$ cat config.mk
export PLATFORM = sky130hd
export DESIGN_NAME = riscv_mc_controller
export DESIGN_NICKNAME = d
export VERILOG_FILES = /design/src/rtl/riscv_mc_controller.sv
export SDC_FILE = /design/constraint.sdc
export NUM_CORES = 1
export LEC_CHECK = 0
export CAP_MARGIN = 10
export CORE_MARGIN = 2
export CORE_UTILIZATION = 41
export CTS_CLUSTER_DIAMETER = 40
export CTS_CLUSTER_SIZE = 12
export DETAILED_ROUTE_END_ITERATION = 16
export GPL_ROUTABILITY_DRIVEN = 0
export PLACE_DENSITY_LB_ADDON = 0.12
export SLEW_MARGIN = 20
export SYNTH_ARGS = -nofsm -noshare
export SYNTH_HDL_FRONTEND = slang
export SYNTH_SLANG_ARGS = --single-unit
export TNS_END_PERCENT = 1
$ cat constraint.sdc
create_clock -name clk -period 3.5 [get_ports clk]
set_clock_uncertainty 0.05 [all_clocks]
set_input_delay 0.525 -clock clk [delete_from_list [all_inputs] [get_ports clk]]
set_output_delay 0.525 -clock clk [all_outputs]
set_load 0.02 [all_outputs]
$ cat src/rtl/riscv_mc_controller.sv
// rtl/riscv_mc_controller.sv - multicycle RISC-V control unit (Moore FSM plus ALU decoder)
//
// Ports:
//   clk, reset              rising-edge clock, synchronous active-high reset to FETCH
//   op, funct3, funct7b5    instruction fields from the external instruction register
//   Zero                    ALU zero flag, used for branch resolution in BEQ
//   PCWrite, AdrSrc, MemWrite, IRWrite, ResultSrc, ALUSrcA, ALUSrcB,
//   ALUControl, ImmSrc, RegWrite
//                           datapath selects and enables, all combinational
// Optional feature macro: RISCV_MC_CONTROLLER_BNE_EN (bne, funct3=001, via the BEQ state)

module riscv_mc_controller (
    input  logic       clk,
    input  logic       reset,
    input  logic [6:0] op,
    input  logic [2:0] funct3,
    input  logic       funct7b5,
    input  logic       Zero,
    output logic       PCWrite,
    output logic       AdrSrc,
    output logic       MemWrite,
    output logic       IRWrite,
    output logic [1:0] ResultSrc,
    output logic [1:0] ALUSrcA,
    output logic [1:0] ALUSrcB,
    output logic [2:0] ALUControl,
    output logic [1:0] ImmSrc,
    output logic       RegWrite
);

    localparam logic [3:0] S_FETCH    = 4'd0;
    localparam logic [3:0] S_DECODE   = 4'd1;
    localparam logic [3:0] S_MEMADR   = 4'd2;
    localparam logic [3:0] S_MEMREAD  = 4'd3;
    localparam logic [3:0] S_MEMWB    = 4'd4;
    localparam logic [3:0] S_MEMWRITE = 4'd5;
    localparam logic [3:0] S_EXECUTER = 4'd6;
    localparam logic [3:0] S_ALUWB    = 4'd7;
    localparam logic [3:0] S_EXECUTEI = 4'd8;
    localparam logic [3:0] S_JAL      = 4'd9;
    localparam logic [3:0] S_BEQ      = 4'd10;

    localparam logic [6:0] OP_LW    = 7'b0000011;
    localparam logic [6:0] OP_SW    = 7'b0100011;
    localparam logic [6:0] OP_RTYPE = 7'b0110011;
    localparam logic [6:0] OP_ITYPE = 7'b0010011;
    localparam logic [6:0] OP_JAL   = 7'b1101111;
    localparam logic [6:0] OP_BEQ   = 7'b1100011;

    logic [3:0] state;
    logic [3:0] state_next;
    logic [1:0] alu_op;
    logic       pc_update;
    logic       branch;
    logic       branch_take;

    // State register
    always_ff @(posedge clk) begin
        if (reset) begin
            state <= S_FETCH;
        end else begin
            state <= state_next;
        end
    end

    // Next-state logic
    always_comb begin
        state_next = S_FETCH;
        case (state)
            S_FETCH: state_next = S_DECODE;
            S_DECODE: begin
                case (op)
                    OP_LW, OP_SW: state_next = S_MEMADR;
                    OP_RTYPE:     state_next = S_EXECUTER;
                    OP_ITYPE:     state_next = S_EXECUTEI;
                    OP_JAL:       state_next = S_JAL;
                    OP_BEQ:       state_next = S_BEQ;
                    // Illegal opcode: drop back to fetch with no writes
                    default:      state_next = S_FETCH;
                endcase
            end
            S_MEMADR:   state_next = (op == OP_LW) ? S_MEMREAD : S_MEMWRITE;
            S_MEMREAD:  state_next = S_MEMWB;
            S_MEMWB:    state_next = S_FETCH;
            S_MEMWRITE: state_next = S_FETCH;
            S_EXECUTER: state_next = S_ALUWB;
            S_EXECUTEI: state_next = S_ALUWB;
            S_ALUWB:    state_next = S_FETCH;
            S_JAL:      state_next = S_ALUWB;
            S_BEQ:      state_next = S_FETCH;
            default:    state_next = S_FETCH;
        endcase
    end

    // Moore outputs
    always_comb begin
        AdrSrc    = 1'b0;
        MemWrite  = 1'b0;
        IRWrite   = 1'b0;
        ResultSrc = 2'b00;
        ALUSrcA   = 2'b00;
        ALUSrcB   = 2'b00;
        RegWrite  = 1'b0;
        alu_op    = 2'b00;
        pc_update = 1'b0;
        branch    = 1'b0;
        case (state)
            S_FETCH: begin
                IRWrite   = 1'b1;
                ALUSrcB   = 2'b10;
                ResultSrc = 2'b10;
                pc_update = 1'b1;
            end
            S_DECODE: begin
                ALUSrcA = 2'b01;
                ALUSrcB = 2'b01;
            end
            S_MEMADR: begin
                ALUSrcA = 2'b10;
                ALUSrcB = 2'b01;
            end
            S_MEMREAD: begin
                AdrSrc = 1'b1;
            end
            S_MEMWB: begin
                ResultSrc = 2'b01;
                RegWrite  = 1'b1;
            end
            S_MEMWRITE: begin
                AdrSrc   = 1'b1;
                MemWrite = 1'b1;
            end
            S_EXECUTER: begin
                ALUSrcA = 2'b10;
                alu_op  = 2'b10;
            end
            S_EXECUTEI: begin
                ALUSrcA = 2'b10;
                ALUSrcB = 2'b01;
                alu_op  = 2'b10;
            end
            S_ALUWB: begin
                RegWrite = 1'b1;
            end
            S_JAL: begin
                ALUSrcA   = 2'b01;
                ALUSrcB   = 2'b10;
                pc_update = 1'b1;
            end
            S_BEQ: begin
                ALUSrcA = 2'b10;
                alu_op  = 2'b01;
                branch  = 1'b1;
            end
            default: begin
            end
        endcase
    end

    // ALU decoder; sub only for R-type (op[5]=1) with bit 30 set, never for addi
    always_comb begin
        ALUControl = 3'b000;
        case (alu_op)
            2'b01: ALUControl = 3'b001;
            2'b10: begin
                case (funct3)
                    3'b000:  ALUControl = (op[5] & funct7b5) ? 3'b001 : 3'b000;
                    3'b010:  ALUControl = 3'b101;
                    3'b110:  ALUControl = 3'b011;
                    3'b111:  ALUControl = 3'b010;
                    default: ALUControl = 3'b000;
                endcase
            end
            default: ALUControl = 3'b000;
        endcase
    end

    // Immediate format depends only on the opcode
    always_comb begin
        ImmSrc = 2'b00;
        case (op)
            OP_SW:   ImmSrc = 2'b01;
            OP_BEQ:  ImmSrc = 2'b10;
            OP_JAL:  ImmSrc = 2'b11;
            default: ImmSrc = 2'b00;
        endcase
    end

`ifdef RISCV_MC_CONTROLLER_BNE_EN
    assign branch_take = (funct3 == 3'b001) ? ~Zero : Zero;
`else
    assign branch_take = Zero;
`endif

    assign PCWrite = pc_update | (branch & branch_take);

endmodule

==> flow_summary.toml <==
[critical_path]
arrival_ps = 2520
crit_fanout = 14
crit_required_ps = 2920
cp_num_buf_inv = 2
crit_type = "reg -> out"
end_kind = "primary output"
crit_slowest_cell = "clkdlybuf4s50_1"
start_kind = "register"
path_cells = "inv_1, nor3_1, ha_1, nor4_1, clkdlybuf4s50_1"
max_stage_delay_ps = 650
cp_top_family = "buffers and inverters"

[floorplan]
initial_utilization = 0.439
fp.coreArea_um2 = 1300
die_h_um = 41.3
die_w_um = 41.3
io-pin-count = 30
die_area_um2 = 1710
rows = 13

[route]
drtIter0Drc = 16
wl_per_cell_um = 10.5
routed_via_density = 5.33
wirelength_um = 1330
drc = 0
drtAntennaViolNets = 0
detail_route.first_pass.iterations = 4
dr_total_vias = 671

[clock_tree]
clockBufferDepth = 2
clk_pin_slew_worst_paths_ps = 40
root_buffer = "clkbuf_4"
htree_levels = 1
ctsResizeCount = 0
clock_latency_ps = 230
cts_tree = "done"
ctsHoldBuffers = 0
clock_sinks = 4
cts_buffers = 3
post-cts-setup-buffers = 0

[global_route]
grt_antenna_before_repair = 0
grt_pass1_wl_um = 2060
grtUsageTotal = 0.184
grt_pass1_vias = 521
grt_max_degree = 15
overflow = 0

[synth]
synth_top_cell_by_area = "dfxtp_1"
ys_seq_area_frac = 0.140
syn-num-nets = 100
synth.most_common_cell = "nor2_1"
ys_warn_count = 0
yosys-top-cells-area = "dfxtp_1 (14%), buf_6 (9.8%), nor2_1 (7.9%), nand2_1 (7.2%), inv_1 (5.3%)"
async_flop_share = 0
syn_inst = 84
synthTopCellsByCount = "nor2_1 (12), nand2_1 (11), inv_1 (8), buf_6 (5)"
avgSynthCellArea_um2 = 6.81
synth-main-ff-cell = "dfxtp_1"
netlist_area_um2 = 572
synth_edf_count = 0
yosys.area.top_type_share = 0.140
synth.distinct_cells = 32
ys_ff_latch = 4

[finish]
multiInputGateArea_um2 = 398
fillers = 130
largest_reg_flops = 4
diodes = 0
largest-register = "state"
syn_to_final_growth_pct = 48.1
seqCellArea_um2 = 80.1
drive_above_1_share = 0.0631
nets = 129
reg_top3 = "state: 4 flops"

[outcome]
outcome = "complete, no violations"

[timing]
post-route-period-util = 0.885
max_freq_mhz = 323
hold_viol_final = 0
maxSlewViolCount = 0
tightest_slew_ps = 467
finalWorstSetupSlack_ps = 404
slew_headroom = 0.688
min_period_ps = 3100
rsz0062_at_grt = "false"
finalSetupViolCount = 0
fin_setup_tns_ps = 0

[pwr]
leakage_nw = 0.321
cellPowerDensity_nw_per_um2 = 197
power.total_mw = 0.167
vdd_drop_max_mv = 0.133

[min_path]
hold_path.class = "reg -> reg"

[placed_design]
place_hpwl_um = 1040
io_buffers = 29
post-place-ws_ps = 653

[flow_run]
cap_violations = 0
## cells by family after synthesis
logic type	share of synthesized area
DFF	0.140
AOI/OAI and AO/OA	0.190
adders and majority gates	0.0613
buffers and inverters	0.164
and+or+nand+nor	0.383
xor gates and xnor gates	0.0613
## routing by layer
metal / global-route usage / share of wire / vias up / wire [um]
met5: 0 / 0 / - / 0
li1: - / - / 350 / -
met2: 0.297 / 0.46 / 32 / 605
met4: 0.0726 / 0.0098 / 0 / 13
met3: 0.0638 / 0.069 / 2 / 91
met1: 0.222 / 0.46 / 287 / 616
## worst paths after layout
kind / end / depth (start not counted) / start / slack [ps]
setup / recovery: ALUControl[2] / 5 / state[3]$_SDFF_PP0_ / 400
hold / removal: state[2]$_SDFF_PP0_ / 2 / state[1]$_SDFF_PP0_ / 670
setup reg to reg: state[2]$_SDFF_PP0_ / 4 / state[0]$_SDFF_PP0_ / 1980
hold reg to reg: state[2]$_SDFF_PP0_ / 2 / state[1]$_SDFF_PP0_ / 670
## tightest hold or removal path: stages, from the launching register on
cell and delay [ps]:
dfxtp_1 430, nand2_1 120, a41oi_1 120
## stage by stage
stage                     hold slack [ps]  std cells  utilization  area [um^2]
after floorplan                       536         84            -          572
after global placement                658        123        0.634          825
after detailed placement              655        123        0.634          825
after CTS                             669        126        0.651          847
after global routing                  712        126        0.651          847
final                                 675        126        0.651          847
## final cells by class
class / count / area share
multi-input combinational: 66 / 0.470
timing repair buffer: 30 / 0.352
sequential: 4 / 0.0945
inverter: 8 / 0.0355
clock buffer: 3 / 0.0266
tap: 15 / 0.0222
## power breakdown
group | leakage (nW) | internal [mW] | total [mW] | switching (mW)
Clock | 0.0138 | 0.0383 | 0.0567 | 0.0184
Combinational | 0.274 | 0.0333 | 0.0591 | 0.0259
Sequential | 0.0326 | 0.0470 | 0.0507 | 0.00366
Total | 0.321 | 0.119 | 0.167 | 0.0479
## placed cells by master, fill, tap and decap left out
| master | netlist | routed |
|---|---|---|
| a211oi_1 | 1 | 1 |
| a22oi_1 | 1 | 1 |
| ha_1 | 2 | 2 |
| nor4_1 | 4 | 4 |
| o41ai_1 | 1 | 1 |
| o21a_1 | 1 | 1 |
| a221oi_1 | 1 | 1 |
| and2_1 | 2 | 2 |
| clkbuf_4 | 0 | 3 |
| xor2_1 | 1 | 1 |
| nor2_1 | 12 | 12 |
| nor2b_1 | 2 | 2 |
| a21oi_1 | 3 | 3 |
| dfxtp_1 | 4 | 4 |
| and4bb_2 | 1 | 1 |
| a31oi_1 | 3 | 3 |
| a21o_1 | 1 | 1 |
| xnor2_1 | 3 | 3 |
| inv_1 | 8 | 8 |
| and2_2 | 1 | 1 |
| or4_1 | 1 | 1 |
| a31o_2 | 1 | 1 |
| nand2_1 | 11 | 11 |
| o21ai_0 | 2 | 2 |
| nor3_1 | 3 | 3 |
| maj3_1 | 1 | 1 |
| clkdlybuf4s50_1 | 0 | 29 |
| and3b_1 | 1 | 1 |
| buf_4 | 1 | 1 |
| nand2b_1 | 2 | 2 |
| nand3_1 | 2 | 2 |
| and4_1 | 1 | 1 |
| a41oi_1 | 1 | 1 |
No activity file was read; power rests on OpenSTA's default activity.
